**src/rtl/multicycle_control_fsm_pkg.sv**
```systemverilog
// Shared encodings for the multicycle RISC-V control FSM: states, opcodes
// and the datapath mux/ALU select codes driven by the controller.
package multicycle_control_fsm_pkg;

   typedef enum logic [3:0] {
      S_FETCH    = 4'd0,
      S_DECODE   = 4'd1,
      S_MEMADR   = 4'd2,
      S_MEMREAD  = 4'd3,
      S_MEMWB    = 4'd4,
      S_MEMWRITE = 4'd5,
      S_EXECUTER = 4'd6,
      S_EXECUTEI = 4'd7,
      S_ALUWB    = 4'd8,
      S_BEQ      = 4'd9,
      S_JAL      = 4'd10
   } state_e;

   localparam logic [6:0] OP_LW    = 7'b0000011;
   localparam logic [6:0] OP_SW    = 7'b0100011;
   localparam logic [6:0] OP_RTYPE = 7'b0110011;
   localparam logic [6:0] OP_IALU  = 7'b0010011;
   localparam logic [6:0] OP_JAL   = 7'b1101111;
   localparam logic [6:0] OP_BEQ   = 7'b1100011;

   localparam logic [1:0] RES_ALUOUT    = 2'b00;
   localparam logic [1:0] RES_DATA      = 2'b01;
   localparam logic [1:0] RES_ALURESULT = 2'b10;

   localparam logic [1:0] SRCA_PC    = 2'b00;
   localparam logic [1:0] SRCA_OLDPC = 2'b01;
   localparam logic [1:0] SRCA_RD1   = 2'b10;

   localparam logic [1:0] SRCB_RD2  = 2'b00;
   localparam logic [1:0] SRCB_IMM  = 2'b01;
   localparam logic [1:0] SRCB_FOUR = 2'b10;

   localparam logic [1:0] ALUOP_ADD   = 2'b00;
   localparam logic [1:0] ALUOP_SUB   = 2'b01;
   localparam logic [1:0] ALUOP_FUNCT = 2'b10;

   localparam logic [1:0] IMM_I = 2'b00;
   localparam logic [1:0] IMM_S = 2'b01;
   localparam logic [1:0] IMM_B = 2'b10;
   localparam logic [1:0] IMM_J = 2'b11;

endpackage

```
**src/rtl/multicycle_control_fsm_imm_src_decoder.sv**
```systemverilog
// Opcode to immediate-format decode; purely combinational.
module imm_src_decoder
   import multicycle_control_fsm_pkg::*;
(
   input  logic [6:0] op_i,
   output logic [1:0] imm_src_o
);

   always_comb begin
      imm_src_o = IMM_I;
      case (op_i)
         OP_SW:   imm_src_o = IMM_S;
         OP_BEQ:  imm_src_o = IMM_B;
         OP_JAL:  imm_src_o = IMM_J;
         default: imm_src_o = IMM_I;
      endcase
   end

endmodule

```
**src/rtl/multicycle_control_fsm.sv**
```systemverilog
// Multicycle RISC-V control unit: state register, memory wait counter and
// per-state datapath control decode.
module multicycle_control_fsm
   import multicycle_control_fsm_pkg::*;
#(
   parameter int unsigned MEM_LAT = 0
) (
   input  logic       clk,
   input  logic       rst,
   input  logic [6:0] op,
   input  logic       zero,
   output logic       PCWrite,
   output logic       AdrSrc,
   output logic       MemWrite,
   output logic       IRWrite,
   output logic [1:0] ResultSrc,
   output logic [1:0] ALUSrcA,
   output logic [1:0] ALUSrcB,
   output logic [1:0] ALUOp,
   output logic       RegWrite,
   output logic [1:0] ImmSrc,
   output logic       retire,
   output logic       illegal,
   output logic [3:0] state
);

   localparam logic [3:0] LAT = 4'(MEM_LAT);

   state_e     state_q, state_d;
   logic [3:0] cnt_q, cnt_d;
   logic [1:0] imm_dec;
   logic       wait_done;

   imm_src_decoder u_imm (
      .op_i      (op),
      .imm_src_o (imm_dec)
   );

   assign wait_done = (cnt_q == LAT);
   assign state     = state_q;

   always_ff @(posedge clk or posedge rst) begin
      if (rst) begin
         state_q <= S_FETCH;
         cnt_q   <= '0;
      end else begin
         state_q <= state_d;
         cnt_q   <= cnt_d;
      end
   end

   always_comb begin
      state_d   = S_FETCH;
      cnt_d     = '0;
      PCWrite   = 1'b0;
      AdrSrc    = 1'b0;
      MemWrite  = 1'b0;
      IRWrite   = 1'b0;
      ResultSrc = RES_ALUOUT;
      ALUSrcA   = SRCA_PC;
      ALUSrcB   = SRCB_RD2;
      ALUOp     = ALUOP_ADD;
      RegWrite  = 1'b0;
      ImmSrc    = imm_dec;
      retire    = 1'b0;
      illegal   = 1'b0;
      case (state_q)
         S_FETCH: begin
            ALUSrcB   = SRCB_FOUR;
            ResultSrc = RES_ALURESULT;
            if (wait_done) begin
               IRWrite = 1'b1;
               PCWrite = 1'b1;
               state_d = S_DECODE;
            end else begin
               cnt_d   = cnt_q + 4'd1;
               state_d = S_FETCH;
            end
         end
         S_DECODE: begin
            // Branch target PC+imm lands in ALUOut ahead of a possible BEQ.
            ALUSrcA = SRCA_OLDPC;
            ALUSrcB = SRCB_IMM;
            case (op)
               OP_LW, OP_SW: state_d = S_MEMADR;
               OP_RTYPE:     state_d = S_EXECUTER;
               OP_IALU:      state_d = S_EXECUTEI;
               OP_JAL:       state_d = S_JAL;
               OP_BEQ:       state_d = S_BEQ;
               default: begin
                  illegal = 1'b1;
                  state_d = S_FETCH;
               end
            endcase
         end
         S_MEMADR: begin
            ALUSrcA = SRCA_RD1;
            ALUSrcB = SRCB_IMM;
            state_d = (op == OP_LW) ? S_MEMREAD : S_MEMWRITE;
         end
         S_MEMREAD: begin
            AdrSrc = 1'b1;
            if (wait_done) begin
               state_d = S_MEMWB;
            end else begin
               cnt_d   = cnt_q + 4'd1;
               state_d = S_MEMREAD;
            end
         end
         S_MEMWB: begin
            ResultSrc = RES_DATA;
            RegWrite  = 1'b1;
            retire    = 1'b1;
         end
         S_MEMWRITE: begin
            AdrSrc   = 1'b1;
            MemWrite = 1'b1;
            retire   = 1'b1;
         end
         S_EXECUTER: begin
            ALUSrcA = SRCA_RD1;
            ALUSrcB = SRCB_RD2;
            ALUOp   = ALUOP_FUNCT;
            state_d = S_ALUWB;
         end
         S_EXECUTEI: begin
            ALUSrcA = SRCA_RD1;
            ALUSrcB = SRCB_IMM;
            ALUOp   = ALUOP_FUNCT;
            state_d = S_ALUWB;
         end
         S_ALUWB: begin
            RegWrite = 1'b1;
            retire   = 1'b1;
         end
         S_BEQ: begin
            ALUSrcA = SRCA_RD1;
            ALUSrcB = SRCB_RD2;
            ALUOp   = ALUOP_SUB;
            PCWrite = zero;
            retire  = 1'b1;
         end
         S_JAL: begin
            ALUSrcA = SRCA_OLDPC;
            ALUSrcB = SRCB_FOUR;
            PCWrite = 1'b1;
            state_d = S_ALUWB;
         end
         default: ImmSrc = IMM_I;
      endcase
      if (rst) begin
         PCWrite   = 1'b0;
         AdrSrc    = 1'b0;
         MemWrite  = 1'b0;
         IRWrite   = 1'b0;
         ResultSrc = RES_ALUOUT;
         ALUSrcA   = SRCA_PC;
         ALUSrcB   = SRCB_RD2;
         ALUOp     = ALUOP_ADD;
         RegWrite  = 1'b0;
         ImmSrc    = IMM_I;
         retire    = 1'b0;
         illegal   = 1'b0;
      end
   end

endmodule
```
**config.mk**
```make
export PLATFORM = sky130hd
export DESIGN_NAME = multicycle_control_fsm
export DESIGN_NICKNAME = d
export VERILOG_FILES = /design/src/rtl/multicycle_control_fsm_pkg.sv /design/src/rtl/multicycle_control_fsm_imm_src_decoder.sv /design/src/rtl/multicycle_control_fsm.sv
export SDC_FILE = /design/constraint.sdc
export NUM_CORES = 1
export LEC_CHECK = 0
export ABC_AREA = 1
export BUFFER_PORTS_ARGS = -buffer_cell sky130_fd_sc_hd__buf_2
export CAP_MARGIN = 25
export CORE_MARGIN = 1.5
export CORE_UTILIZATION = 44
export CTS_BUF_LIST = sky130_fd_sc_hd__clkbuf_4 sky130_fd_sc_hd__clkbuf_8
export CTS_CLUSTER_SIZE = 30
export DETAILED_ROUTE_END_ITERATION = 8
export PLACE_DENSITY = 0.73
export SLEW_MARGIN = 30
export SYNTH_ARGS = -nofsm -noshare
export SYNTH_HDL_FRONTEND = slang
export SYNTH_HIERARCHICAL = 1
export SYNTH_SLANG_ARGS = --single-unit
```
**constraint.sdc**
```tcl
create_clock -name clk -period 1.2 [get_ports clk]
set_input_delay 0.12 -clock clk [delete_from_list [all_inputs] [get_ports clk]]
set_output_delay 0.12 -clock clk [all_outputs]
set_load 0.05 [all_outputs]
```
==> results of run 1 <==
[logic make-up after synthesis]
| group | synth area share, % |
|---|---|
| XOR/XNOR | 2.292 |
| flip-flops | 26.19 |
| buffers and inverters | 12.77 |
| AND/OR/NAND/NOR | 47.46 |
| AO/OA/AOI/OAI | 8.020 |
| adder cells (fa/ha/maj) | 3.273 |
[through the flow]
stage          worst slack, ns  hold WS, ns  setup TNS (ns)  cells  instance area, µm²
2_1_floorplan          -0.3828     -0.03976          -5.114    135               958.4
3_3_place_gp           -0.2575      0.06923          -4.142    204                1314
3_5_place_dp           -0.2985      0.06352          -4.615    204                1314
==> qor.txt, run 1 <==
Outcome -> stopped before the end
Halt Stage -> 4_1_cts
Error that ended the run -> [ERROR DPL-0038] Utilization greater than 100%, impossible to legalize
Distinct cells, synth -> 22
Fraction of synthesis flops using an asynchronous set or reset pin -> 100.0%
Die span in y -> 44.68 µm
Count of flip-flops with a built-in enable after synthesis -> 0
Die boundary width -> 44.68 µm
Most repeated cell in the gate-level netlist after synthesis -> sky130_fd_sc_hd__nand2_1
Count of mapped cells out of synthesis -> 135
Net count of the mapped netlist -> 147
Placer's final routability congestion estimate -> 0.8129
Flip-flop and latch count after synthesis -> 8
Cell accounting for the most synthesized area -> sky130_fd_sc_hd__dfrtp_1
Cts-stage hold buffer count -> 2
Num rows -> 14
Warning count from the yosys run -> 6
Number of buffers inserted to repair setup after CTS -> 11
Synth cell count leaders -> sky130_fd_sc_hd__nand2_1, sky130_fd_sc_hd__nor2_1, sky130_fd_sc_hd__inv_1
Mapped Avg Cell Area -> 5.663 µm²
Biggest area contributors in the synthesized netlist -> sky130_fd_sc_hd__dfrtp_1, sky130_fd_sc_hd__nand2_1, sky130_fd_sc_hd__nor2_1, sky130_fd_sc_hd__inv_1, sky130_fd_sc_hd__nand3_1
Buffers from clock root to sink, at most -> 2
Cell area after synthesis -> 764.5 µm²
Initial Util -> 49.04%
Leading register cell type out of synthesis -> sky130_fd_sc_hd__dfrtp_1
Number of clock sinks seen by CTS -> 8
Detailed Place HPWL -> 1984 µm
Cts bufs inserted -> 3
H-Tree Depth -> 1
Number of instances resized during post-cts repair -> 81
Total of buffers placed on input and output ports -> 30
Root Driver -> sky130_fd_sc_hd__clkbuf_4
Post-synthesis sequential area ratio -> 26.19%
Top-area cell type share of the netlist area -> 26.19%
I/O pin total -> 31
==> run 2, diff against run 1 <==
--- a/config.mk
+++ b/config.mk
@@ -8,12 +8,10 @@
 export ABC_AREA = 1
 export BUFFER_PORTS_ARGS = -buffer_cell sky130_fd_sc_hd__buf_2
 export CAP_MARGIN = 25
-export CORE_MARGIN = 1.5
-export CORE_UTILIZATION = 44
-export CTS_BUF_LIST = sky130_fd_sc_hd__clkbuf_4 sky130_fd_sc_hd__clkbuf_8
-export CTS_CLUSTER_SIZE = 30
+export CORE_AREA = 2 2 63 65
 export DETAILED_ROUTE_END_ITERATION = 8
-export PLACE_DENSITY = 0.73
+export DIE_AREA = 0 0 65 67
+export PLACE_DENSITY_LB_ADDON = 0.15
 export SLEW_MARGIN = 30
 export SYNTH_ARGS = -nofsm -noshare
 export SYNTH_HDL_FRONTEND = slang
==> run 2 against run 1 <==
Against the previous run:
- the flow now finishes, with violations (negative setup slack)
- synthesized area is the same
- synthesized cell count stayed put
==> qor.txt, run 2 <==
Time the worst path needs with I/O delays and setup -> 1.600 ns
HP Class -> input port to asynchronous set/reset pin
Setup repair after global routing missed its margin -> yes
Most common cell after layout, fill and taps aside -> sky130_fd_sc_hd__nand2_1
Routed wirelength normalized by instance count -> 10.55 µm
Pins over their slew limit -> 0
Total grt overflow -> 0
Distinct cells, synth -> 22 (unchanged)
H-Tree Depth -> 1 (unchanged)
Global-route usage over all layers -> 13.00%
Area grow syn2layout -> 137.2%
Biggest area contributors in the synthesized netlist -> sky130_fd_sc_hd__dfrtp_1, sky130_fd_sc_hd__nand2_1, sky130_fd_sc_hd__nor2_1, sky130_fd_sc_hd__inv_1, sky130_fd_sc_hd__nand3_1 (unchanged)
First-pass GRT wire length -> 4547 µm
Most repeated cell in the gate-level netlist after synthesis -> sky130_fd_sc_hd__nand2_1 (unchanged)
Final Worst Setup Slack -> -0.4000 ns
Leading register cell type out of synthesis -> sky130_fd_sc_hd__dfrtp_1 (unchanged)
Via count -> 1,077
Critical Path Sink Type -> output port
Fraction of layout instances using a drive strength above 1 -> 62.75%
Antenna viol nets, final -> 0
Violated checks -> negative setup slack
Count of unresolved DRC violations after routing -> 0
Count of mapped cells out of synthesis -> 135 (unchanged)
Worst voltage drop across the vdd grid -> 0.0003994 V
Sum of routed wire length over all layers -> 2659 µm
Detailed Place HPWL -> 2072 µm (was 1984 µm)
Outcome -> complete, but fails checks (was stopped before the end)
DIE AREA -> 4355 µm²
CTS tree -> built
Net count of the mapped netlist -> 147 (unchanged)
Initial antenna violation count -> 0
P per Cell Area -> 1228 nW/µm²
Warning count from the yosys run -> 6 (unchanged)
CP Class -> flop to output port
Fraction of synthesis flops using an asynchronous set or reset pin -> 100.0% (unchanged)
Signal arrival time at the worst endpoint -> 1.48 ns
Clock latency at the later pin of the worst-skew pair -> 0.22 ns
Final core utilization -> 50.28%
Worst Clk Skew -> 0.0009546 ns
I/O pin total -> 31 (unchanged)
Root Driver -> sky130_fd_sc_hd__clkbuf_8 (was sky130_fd_sc_hd__clkbuf_4)
Number of vias per cell -> 4.274
ANT cells -> 0
Initial Util -> 21.20% (was 49.04%)
Maximum number of pins on one net before global-route repair -> 14
Actual transition at the worst max-transition pin -> 0.2722 ns
Num rows -> 22 (was 14)
Top-area cell type share of the netlist area -> 26.19% (unchanged)
Final Hold Fails -> 0
Buffers from clock root to sink, at most -> 2 (unchanged)
Cell total after placement -> 240 (was 204)
Cell area after synthesis -> 764.5 µm² (unchanged)
First-pass detailed-route iteration total -> 4
Cell accounting for the most synthesized area -> sky130_fd_sc_hd__dfrtp_1 (unchanged)
Max-slew headroom at the worst pin -> 81.83%
Power consumption -> 2226 µW
Required time of the critical path -> 1.08 ns
Non-filler cells in the finished layout -> 252
Tcrit/Tclk final -> 133.3%
Synth cell count leaders -> sky130_fd_sc_hd__nand2_1, sky130_fd_sc_hd__nor2_1, sky130_fd_sc_hd__inv_1 (unchanged)
Total of max-cap violations -> 0
Die span in y -> 67 µm (was 44.68 µm)
Iteration-0 DRC Markers -> 29
Post-synthesis sequential area ratio -> 26.19% (unchanged)
Count of flip-flops with a built-in enable after synthesis -> 0 (unchanged)
Vias in the first global route -> 1,051
Mapped Avg Cell Area -> 5.663 µm² (unchanged)
Count of final setup violators -> 24
Die boundary width -> 65 µm (was 44.68 µm)
Flip-flop and latch count after synthesis -> 8 (unchanged)
Commonest cells after routing, fill and taps aside -> sky130_fd_sc_hd__nand2_1, sky130_fd_sc_hd__buf_4, sky130_fd_sc_hd__buf_6
Number of clock sinks seen by CTS -> 8 (unchanged)
Startpoint type of the worst setup path -> flop
Cts bufs inserted -> 3 (unchanged)
Core Box Area -> 3606 µm²
Leakage dissipation -> 0.0008750 µW
Net total in the final layout -> 217
Maximum fanout along the worst path -> 4
CTS clock-pin slew for the worst setup and hold paths -> 0.04 ns
Achievable clock frequency -> 0.6250 GHz
Placer's final routability congestion estimate -> 0.7176 (was 0.8129)
Total of buffers placed on input and output ports -> 30 (unchanged)
[run 2: cell counts after synthesis]
Identical to the previous run, type by type.
[run 2: final cells by class]
type / instances / area (µm²)
Clock buffer: 4 / 45.04
Sequential cell: 8 / 207.7
Tap cell: 48 / 60.06
Fill cell: 339 / 1793
Multi-Input combinational cell: 102 / 784.5
Timing Repair Buffer: 67 / 618.1
Inverter: 23 / 97.59
[run 2: cell families after synthesis]
family          after synthesis  share of synthesized area (%)
compound gates               11                          8.020
xor+xnor                      2                          2.292
fa+ha+maj                     2                          3.273
buf+inv                      25                          12.77
flops                         8                          26.19
simple gates                 87                          47.46
[run 2: per-stage QoR]
stage / worst slack [ns] / hold WS [ns] / setup TNS [ns] / area, µm²
final: -0.4000 / 0.09009 / -5.570 / 1813
after detailed placement: -0.3241 / 0.08530 / -4.001 / 1384
after global routing: -0.4602 / 0.1183 / -7.051 / 1813
after CTS: -0.3814 / 0.1041 / -5.571 / 1717
after global placement: -0.3035 / 0.09072 / -3.844 / 1384
after floorplan: -0.3828 / -0.03976 / -5.114 / 958.4
[run 2: path summary, 6_finish.rpt]
kind	slack, ns	startpoint	to	cells after the start
min in group clk	0.21	op[4]	state[2]	3
max reg2reg	-0.06	state[0]	state[0]	9
min	0.09	rst	state[3]	3
min reg2reg	0.53	cnt_q[0]	cnt_q[0]	2
max	-0.40	state[2]	RegWrite	5
max in group asynchronous	0.55	rst	state[0]	3
[run 2: repair_timing]
action | CTS | global route
buffers inserted | 5 | 5
hold buffers | 1 | 0
setup endpoints to repair | 26 | 27
hold endpoints to repair | 1 | 0
gates resized for setup | 78 | 22
pin swaps | 16 | 18
[run 2: power breakdown]
part	switching (µW)	internal [µW]
logic	896	640
registers	52.6	305
clock network	102	230
total	1050	1180
[run 2: worst max-delay path: stages, from the launching register on]
cell and delay, ns:
sky130_fd_sc_hd__dfrtp_2 0.44, sky130_fd_sc_hd__buf_6 0.14, sky130_fd_sc_hd__nor2_4 0.16, sky130_fd_sc_hd__nor2_2 0.09, sky130_fd_sc_hd__nor4_4 0.23, sky130_fd_sc_hd__buf_6 0.19
[run 2: routing by layer]
layer / part of all wire [%] / global-route usage, % / wire, µm
met5: 0 / 0 / 0
met4: 1.2 / 3.989 / 32
met3: 3.6 / 1.520 / 97
met2: 55 / 25.00 / 1460
met1: 40 / 14.85 / 1068
Power figures use the tool's default switching activity.
==> run 3, diff against run 2 <==
--- a/config.mk
+++ b/config.mk
@@ -11,7 +11,8 @@
 export CORE_AREA = 2 2 63 65
 export DETAILED_ROUTE_END_ITERATION = 8
 export DIE_AREA = 0 0 65 67
-export PLACE_DENSITY_LB_ADDON = 0.15
+export PLACE_DENSITY = 0.43
+export SETUP_SLACK_MARGIN = 0.3
 export SLEW_MARGIN = 30
 export SYNTH_ARGS = -nofsm -noshare
 export SYNTH_HDL_FRONTEND = slang
==> run 3 against run 2 <==
Against the previous run:
- the flow still finishes with violations (negative setup slack)
- clock power grew 4%
- critical path depth is 3 higher
- sequential cell count unchanged
- worst hold slack lost 0.027 ns
- sequential share of layout area decreased by 0.16 points
- non-clock buffer count increased by 1
- total power is 7.0% higher
- core utilization increased by 0.69 points
- clock-buffer cell count unchanged
- wire length is 2.6% higher
- register-to-register slack got worse by 0.16 ns
- worst setup slack lost 0.018 ns
- highest routed layer unchanged
==> qor.txt, run 3 (synthesis results as in run 2) <==
Outcome -> complete, but fails checks (unchanged)
Violated checks -> negative setup slack (unchanged)
Most common cell after layout, fill and taps aside -> sky130_fd_sc_hd__nand2_1 (unchanged)
Die boundary width -> 65 µm (unchanged)
Die span in y -> 67 µm (unchanged)
HP Class -> input port to asynchronous set/reset pin (unchanged)
Routed wirelength normalized by instance count -> 10.79 µm (was 10.55 µm)
Met3 track demand over resource -> 1.014% (was 1.520%)
DIE AREA -> 4355 µm² (unchanged)
Initial Util -> 21.20% (unchanged)
Vias in the first global route -> 1,055 (was 1,051)
Cts bufs inserted -> 3 (unchanged)
Core Box Area -> 3606 µm² (unchanged)
Switching pwr -> 1094 µW (was 1051 µW)
CTS tree -> built (unchanged)
Initial antenna violation count -> 0 (unchanged)
Max-slew headroom at the worst pin -> 78.46% (was 81.83%)
Sum of routed wire length over all layers -> 2729 µm (was 2659 µm)
Fraction of power consumed by sequential logic -> 14.8% (was 16.0%)
Number of vias per cell -> 4.233 (was 4.274)
Count of unresolved DRC violations after routing -> 0 (unchanged)
Startpoint type of the worst setup path -> flop (unchanged)
Clock latency at the later pin of the worst-skew pair -> 0.23 ns (was 0.22 ns)
Met1 Track Usage GR -> 14.71% (was 14.85%)
Final Hold Fails -> 0 (unchanged)
Final Worst Setup Slack -> -0.4182 ns (was -0.4000 ns)
First-pass GRT wire length -> 4429 µm (was 4547 µm)
Number of clock sinks seen by CTS -> 8 (unchanged)
Power share of the combinational group -> 70.8% (was 69.0%)
Required time of the critical path -> 1.08 ns (about the same)
Global-route usage over all layers -> 13.42% (was 13.00%)
Detailed Place HPWL -> 2023 µm (was 2072 µm)
Leakage dissipation -> 0.0008871 µW (was 0.0008750 µW)
Actual transition at the worst max-transition pin -> 0.3232 ns (was 0.2722 ns)
Setup repair after global routing missed its margin -> yes (unchanged)
Pins over their slew limit -> 0 (unchanged)
Iteration-0 DRC Markers -> 6 (was 29)
Via count -> 1,071 (was 1,077)
I/O pin total -> 31 (unchanged)
H-Tree Depth -> 1 (unchanged)
Achievable clock frequency -> 0.6180 GHz (was 0.6250 GHz)
Maximum number of pins on one net before global-route repair -> 13 (was 14)
Maximum fanout along the worst path -> 4 (unchanged)
Area grow syn2layout -> 140.4% (was 137.2%)
Count of final setup violators -> 24 (unchanged)
Internal power contribution -> 1287 µW (was 1175 µW)
First-pass detailed-route iteration total -> 4 (unchanged)
Tcrit/Tclk final -> 134.9% (was 133.3%)
Net switching share of the total power -> 45.95% (was 47.21%)
Commonest cells after routing, fill and taps aside -> sky130_fd_sc_hd__nand2_1, sky130_fd_sc_hd__buf_6, sky130_fd_sc_hd__buf_4 (was sky130_fd_sc_hd__nand2_1, sky130_fd_sc_hd__buf_4, sky130_fd_sc_hd__buf_6)
Worst hold-check slack -> 0.06337 ns (was 0.09009 ns)
Num rows -> 22 (unchanged)
Signal arrival time at the worst endpoint -> 1.50 ns (was 1.48 ns)
Buffers from clock root to sink, at most -> 2 (unchanged)
Time the worst path needs with I/O delays and setup -> 1.618 ns (was 1.600 ns)
Accumulated negative setup slack -> -7.018 ns (was -5.570 ns)
CP Class -> flop to output port (unchanged)
Worst Clk Skew -> 0.001959 ns (was 0.0009546 ns)
Met2 usage -> 25.52% (was 25.00%)
Net total in the final layout -> 218 (was 217)
Critical Path Sink Type -> output port (unchanged)
Root Driver -> sky130_fd_sc_hd__clkbuf_8 (unchanged)
Fraction of layout instances using a drive strength above 1 -> 64.88% (was 62.75%)
Total of buffers placed on input and output ports -> 30 (unchanged)
P per Cell Area -> 1295 nW/µm² (was 1228 nW/µm²)
Total grt overflow -> 0 (unchanged)
Worst voltage drop across the vdd grid -> 0.0004530 V (was 0.0003994 V)
Highest-utilization routing layer at the global route stage -> met2 (unchanged)
Total of max-cap violations -> 0 (unchanged)
Number of inserted filler cells in the final layout -> 363 (was 339)
Clock power share -> 14.5% (was 14.9%)
CTS clock-pin slew for the worst setup and hold paths -> 0.04 ns (about the same)
ANT cells -> 0 (unchanged)
Placer's final routability congestion estimate -> 0.7469 (was 0.7176)
Antenna viol nets, final -> 0 (unchanged)
run 3: changes by cell type in the layout (fill, tap and decap cells not counted), sizes merged:
| cell | previous run | this run |
|---|---|---|
| clkbuf | 4 | 5 |
run 3: repair_timing:
action	CTS	global route
buffers inserted	4	5
setup endpoints to repair	29	29
hold buffers	1	0
hold endpoints to repair	2	0
pin swaps	9	13
gates resized for setup	75	32
run 3: layout make-up:
| type | instances | area [µm²] | area share [%] |
|---|---|---|---|
| Inverter | 23 | 95.09 | 5.174 |
| Tap cell | 48 | 60.06 | 3.268 |
| Timing Repair Buffer | 68 | 649.4 | 35.33 |
| Sequential cell | 8 | 207.7 | 11.30 |
| Clock buffer | 4 | 45.04 | 2.451 |
| Multi-Input combinational cell | 102 | 780.7 | 42.48 |
run 3: critical path, stage by stage (launching register included):
cell	delay [ns]
sky130_fd_sc_hd__dfrtp_2	0.44
sky130_fd_sc_hd__buf_12	0.14
sky130_fd_sc_hd__nor2_4	0.11
sky130_fd_sc_hd__buf_4	0.13
sky130_fd_sc_hd__nand3_2	0.07
sky130_fd_sc_hd__nand2_2	0.07
sky130_fd_sc_hd__nor2_1	0.05
sky130_fd_sc_hd__nor2_4	0.08
sky130_fd_sc_hd__buf_6	0.16
run 3: final timing paths:
kind	from	endpoint	slack, ns	cells past startpoint
max	state[2]	PCWrite	-0.42	8
min	rst	state[1]	0.06	3
max reg2reg	state[2]	cnt_q[0]	-0.22	8
min reg2reg	cnt_q[0]	cnt_q[0]	0.53	2
max in group asynchronous	rst	state[2]	0.56	3
min in group clk	op[4]	state[2]	0.21	3
run 3: per-layer routing:
layer | vias up | wire length, µm
met5 | - | 0
met4 | 0 | 50
met3 | 5 | 83
met2 | 27 | 1501
met1 | 488 | 1093
li1 | 551 | -
run 3: power groups by stage:
stage               Clock, µW  Combinational (µW)  Sequential, µW
floorplan                   0                 696             432
global placement            0                1180             332
detailed placement          0                1180             334
CTS                       356                1500             345
global route              380                1770             354
finish                    345                1680             351
run 3: metrics by stage:
stage	worst slack [ns]	instance area [µm²]	total power, µW	util, %	cells
after floorplan	-0.3828	958.4	1128	-	135
after global placement	-0.2683	1376	1510	38.17	239
after detailed placement	-0.2946	1376	1512	38.17	239
after CTS	-0.3903	1695	2203	47.02	248
after global routing	-0.5047	1838	2505	50.97	253
final	-0.4182	1838	2381	50.97	253
==> run 4, diff against run 3 <==
--- a/config.mk
+++ b/config.mk
@@ -7,12 +7,12 @@
 export LEC_CHECK = 0
 export ABC_AREA = 1
 export BUFFER_PORTS_ARGS = -buffer_cell sky130_fd_sc_hd__buf_2
-export CAP_MARGIN = 25
 export CORE_AREA = 2 2 63 65
 export DETAILED_ROUTE_END_ITERATION = 8
 export DIE_AREA = 0 0 65 67
 export PLACE_DENSITY = 0.43
 export SETUP_SLACK_MARGIN = 0.3
+export SKIP_CTS_REPAIR_TIMING = 1
 export SLEW_MARGIN = 30
 export SYNTH_ARGS = -nofsm -noshare
 export SYNTH_HDL_FRONTEND = slang
==> run 4 against run 3 <==
Against the previous run:
- the run still ends with negative setup slack left
- register-to-register slack better by 0.11 ns
- worst setup slack gained 0.0027 ns
- cell area about the same
- clock-buffer cell count unchanged
- critical endpoint is now ALUSrcB[0]
- highest routed layer unchanged
==> qor.txt, run 4 (synthesis results as in run 2) <==
Number of vias per cell -> 4.258 (was 4.233)
Max-slew headroom at the worst pin -> 77.94% (was 78.46%)
Worst hold-check slack -> 0.08247 ns (was 0.06337 ns)
Maximum fanout along the worst path -> 4 (unchanged)
CTS clock-pin slew for the worst setup and hold paths -> 0.04 ns (about the same)
Detailed Place HPWL -> 2023 µm (unchanged)
First-pass GRT wire length -> 4064 µm (was 4429 µm)
Num rows -> 22 (unchanged)
ANT cells -> 0 (unchanged)
Actual transition at the worst max-transition pin -> 0.3310 ns (was 0.3232 ns)
Net total in the final layout -> 217 (was 218)
Startpoint type of the worst setup path -> flop (unchanged)
P per Cell Area -> 1284 nW/µm² (was 1295 nW/µm²)
Maximum number of pins on one net before global-route repair -> 13 (unchanged)
Final Hold Fails -> 0 (unchanged)
H-Tree Depth -> 1 (unchanged)
Via count -> 1,073 (was 1,071)
Commonest cells after routing, fill and taps aside -> sky130_fd_sc_hd__nand2_1, sky130_fd_sc_hd__buf_6, sky130_fd_sc_hd__buf_4 (unchanged)
CP Class -> flop to output port (unchanged)
Final core utilization -> 50.94% (was 50.97%)
Global-route usage over all layers -> 12.24% (was 13.42%)
Signal arrival time at the worst endpoint -> 1.50 ns (about the same)
CTS tree -> built (unchanged)
Tcrit/Tclk final -> 134.6% (was 134.9%)
Register-to-register path setup slack -> -0.11 ns (was -0.22 ns)
Violated checks -> negative setup slack (unchanged)
Number of clock sinks seen by CTS -> 8 (unchanged)
First-pass detailed-route iteration total -> 6 (was 4)
Worst reg2reg startpoint -> state[2] (unchanged)
Routed length on met1 -> 1101 µm (was 1093 µm)
HP Class -> input port to asynchronous set/reset pin (unchanged)
Total of buffers placed on input and output ports -> 30 (unchanged)
Die boundary width -> 65 µm (unchanged)
I/O pin total -> 31 (unchanged)
Iteration-0 DRC Markers -> 24 (was 6)
Required time of the critical path -> 1.08 ns (about the same)
FF-to-FF path depth -> 7 (was 8)
Worst Clk Skew -> 0.005076 ns (was 0.001959 ns)
DIE AREA -> 4355 µm² (unchanged)
Routed length on met2 -> 1453 µm (was 1501 µm)
Most common cell after layout, fill and taps aside -> sky130_fd_sc_hd__nand2_1 (unchanged)
Non-filler cells in the finished layout -> 252 (was 253)
Leakage dissipation -> 0.0008977 µW (was 0.0008871 µW)
Die span in y -> 67 µm (unchanged)
Final Worst Setup Slack -> -0.4155 ns (was -0.4182 ns)
Count of final setup violators -> 24 (unchanged)
Core Box Area -> 3606 µm² (unchanged)
Placer's final routability congestion estimate -> 0.7469 (unchanged)
Achievable clock frequency -> 0.6190 GHz (was 0.6180 GHz)
Fraction of layout instances using a drive strength above 1 -> 64.22% (was 64.88%)
Sum of routed wire length over all layers -> 2700 µm (was 2729 µm)
Outcome -> complete, but fails checks (unchanged)
Power consumption -> 2359 µW (was 2381 µW)
Routed length on met3 -> 94 µm (was 83 µm)
Buffers from clock root to sink, at most -> 2 (unchanged)
Critical Path Sink Type -> output port (unchanged)
Count of unresolved DRC violations after routing -> 0 (unchanged)
Cell total after placement -> 239 (unchanged)
Initial Util -> 21.20% (unchanged)
Accumulated negative setup slack -> -6.600 ns (was -7.018 ns)
End of the worst register-to-register path -> cnt_q[0] (unchanged)
Routed wirelength normalized by instance count -> 10.71 µm (was 10.79 µm)
Worst voltage drop across the vdd grid -> 0.0004898 V (was 0.0004530 V)
Cts bufs inserted -> 3 (unchanged)
Total grt overflow -> 0 (unchanged)
Pins over their slew limit -> 0 (unchanged)
Clock latency at the later pin of the worst-skew pair -> 0.23 ns (about the same)
Setup repair after global routing missed its margin -> yes (unchanged)
Initial antenna violation count -> 0 (unchanged)
Area grow syn2layout -> 140.3% (was 140.4%)
Vias in the first global route -> 947 (was 1,055)
Total of max-cap violations -> 0 (unchanged)
Number of inserted filler cells in the final layout -> 366 (was 363)
Antenna viol nets, final -> 0 (unchanged)
Top layer reached by signal wires -> met4 (unchanged)
Time the worst path needs with I/O delays and setup -> 1.615 ns (was 1.618 ns)
Root Driver -> sky130_fd_sc_hd__clkbuf_8 (unchanged)
## run 4: stage by stage
step | worst slack [ns] | instance area, µm²
final | -0.4155 | 1837
after global routing | -0.4952 | 1837
after CTS | -0.5566 | 1421
after global placement | -0.2683 | 1376
after floorplan | -0.3828 | 958.4
after detailed placement | -0.2946 | 1376
## run 4: final cells by class
cell class | count | area [µm²] | area share (%)
clock buffer | 4 | 45.04 | 2.452
sequential | 8 | 207.7 | 11.31
inverter | 23 | 95.09 | 5.177
multi-input combinational | 102 | 775.7 | 42.23
timing repair buffer | 67 | 653.1 | 35.56
tap | 48 | 60.06 | 3.270
## run 4: worst max-delay path by stage
| stage | startpoint | to | slack, ns | cells after the start |
|---|---|---|---|---|
| finish | state[2] | ALUSrcB[0] | -0.42 | 6 |
| global placement | state[0] | PCWrite | -0.27 | 8 |
| CTS | state[0] | PCWrite | -0.56 | 8 |
| floorplan | state[2] | RegWrite | -0.38 | 4 |
| global route | state[2] | RegWrite | -0.50 | 5 |
| detailed placement | state[0] | PCWrite | -0.29 | 8 |
## run 4: critical path: stages (launching register included)
cell and delay, ns:
sky130_fd_sc_hd__dfrtp_2 0.44, sky130_fd_sc_hd__nor2_4 0.24, sky130_fd_sc_hd__nand2_2 0.12, sky130_fd_sc_hd__o211ai_1 0.11, sky130_fd_sc_hd__nand2_1 0.12, sky130_fd_sc_hd__clkinvlp_4 0.09
sky130_fd_sc_hd__buf_8 0.13
## run 4: metal layers
metal  up-vias  global-route usage (%)
met5         -                       0
met4         0                   7.181
met3         5                   1.014
met2        31                   21.01
met1       487                   14.91
li1        550                       -
## run 4: where the power goes
part | total, µW | internal, µW | switching [µW]
clock network | 347 | 231 | 116
logic | 1660 | 729 | 933
registers | 350 | 304 | 45.3
total | 2360 | 1260 | 1090
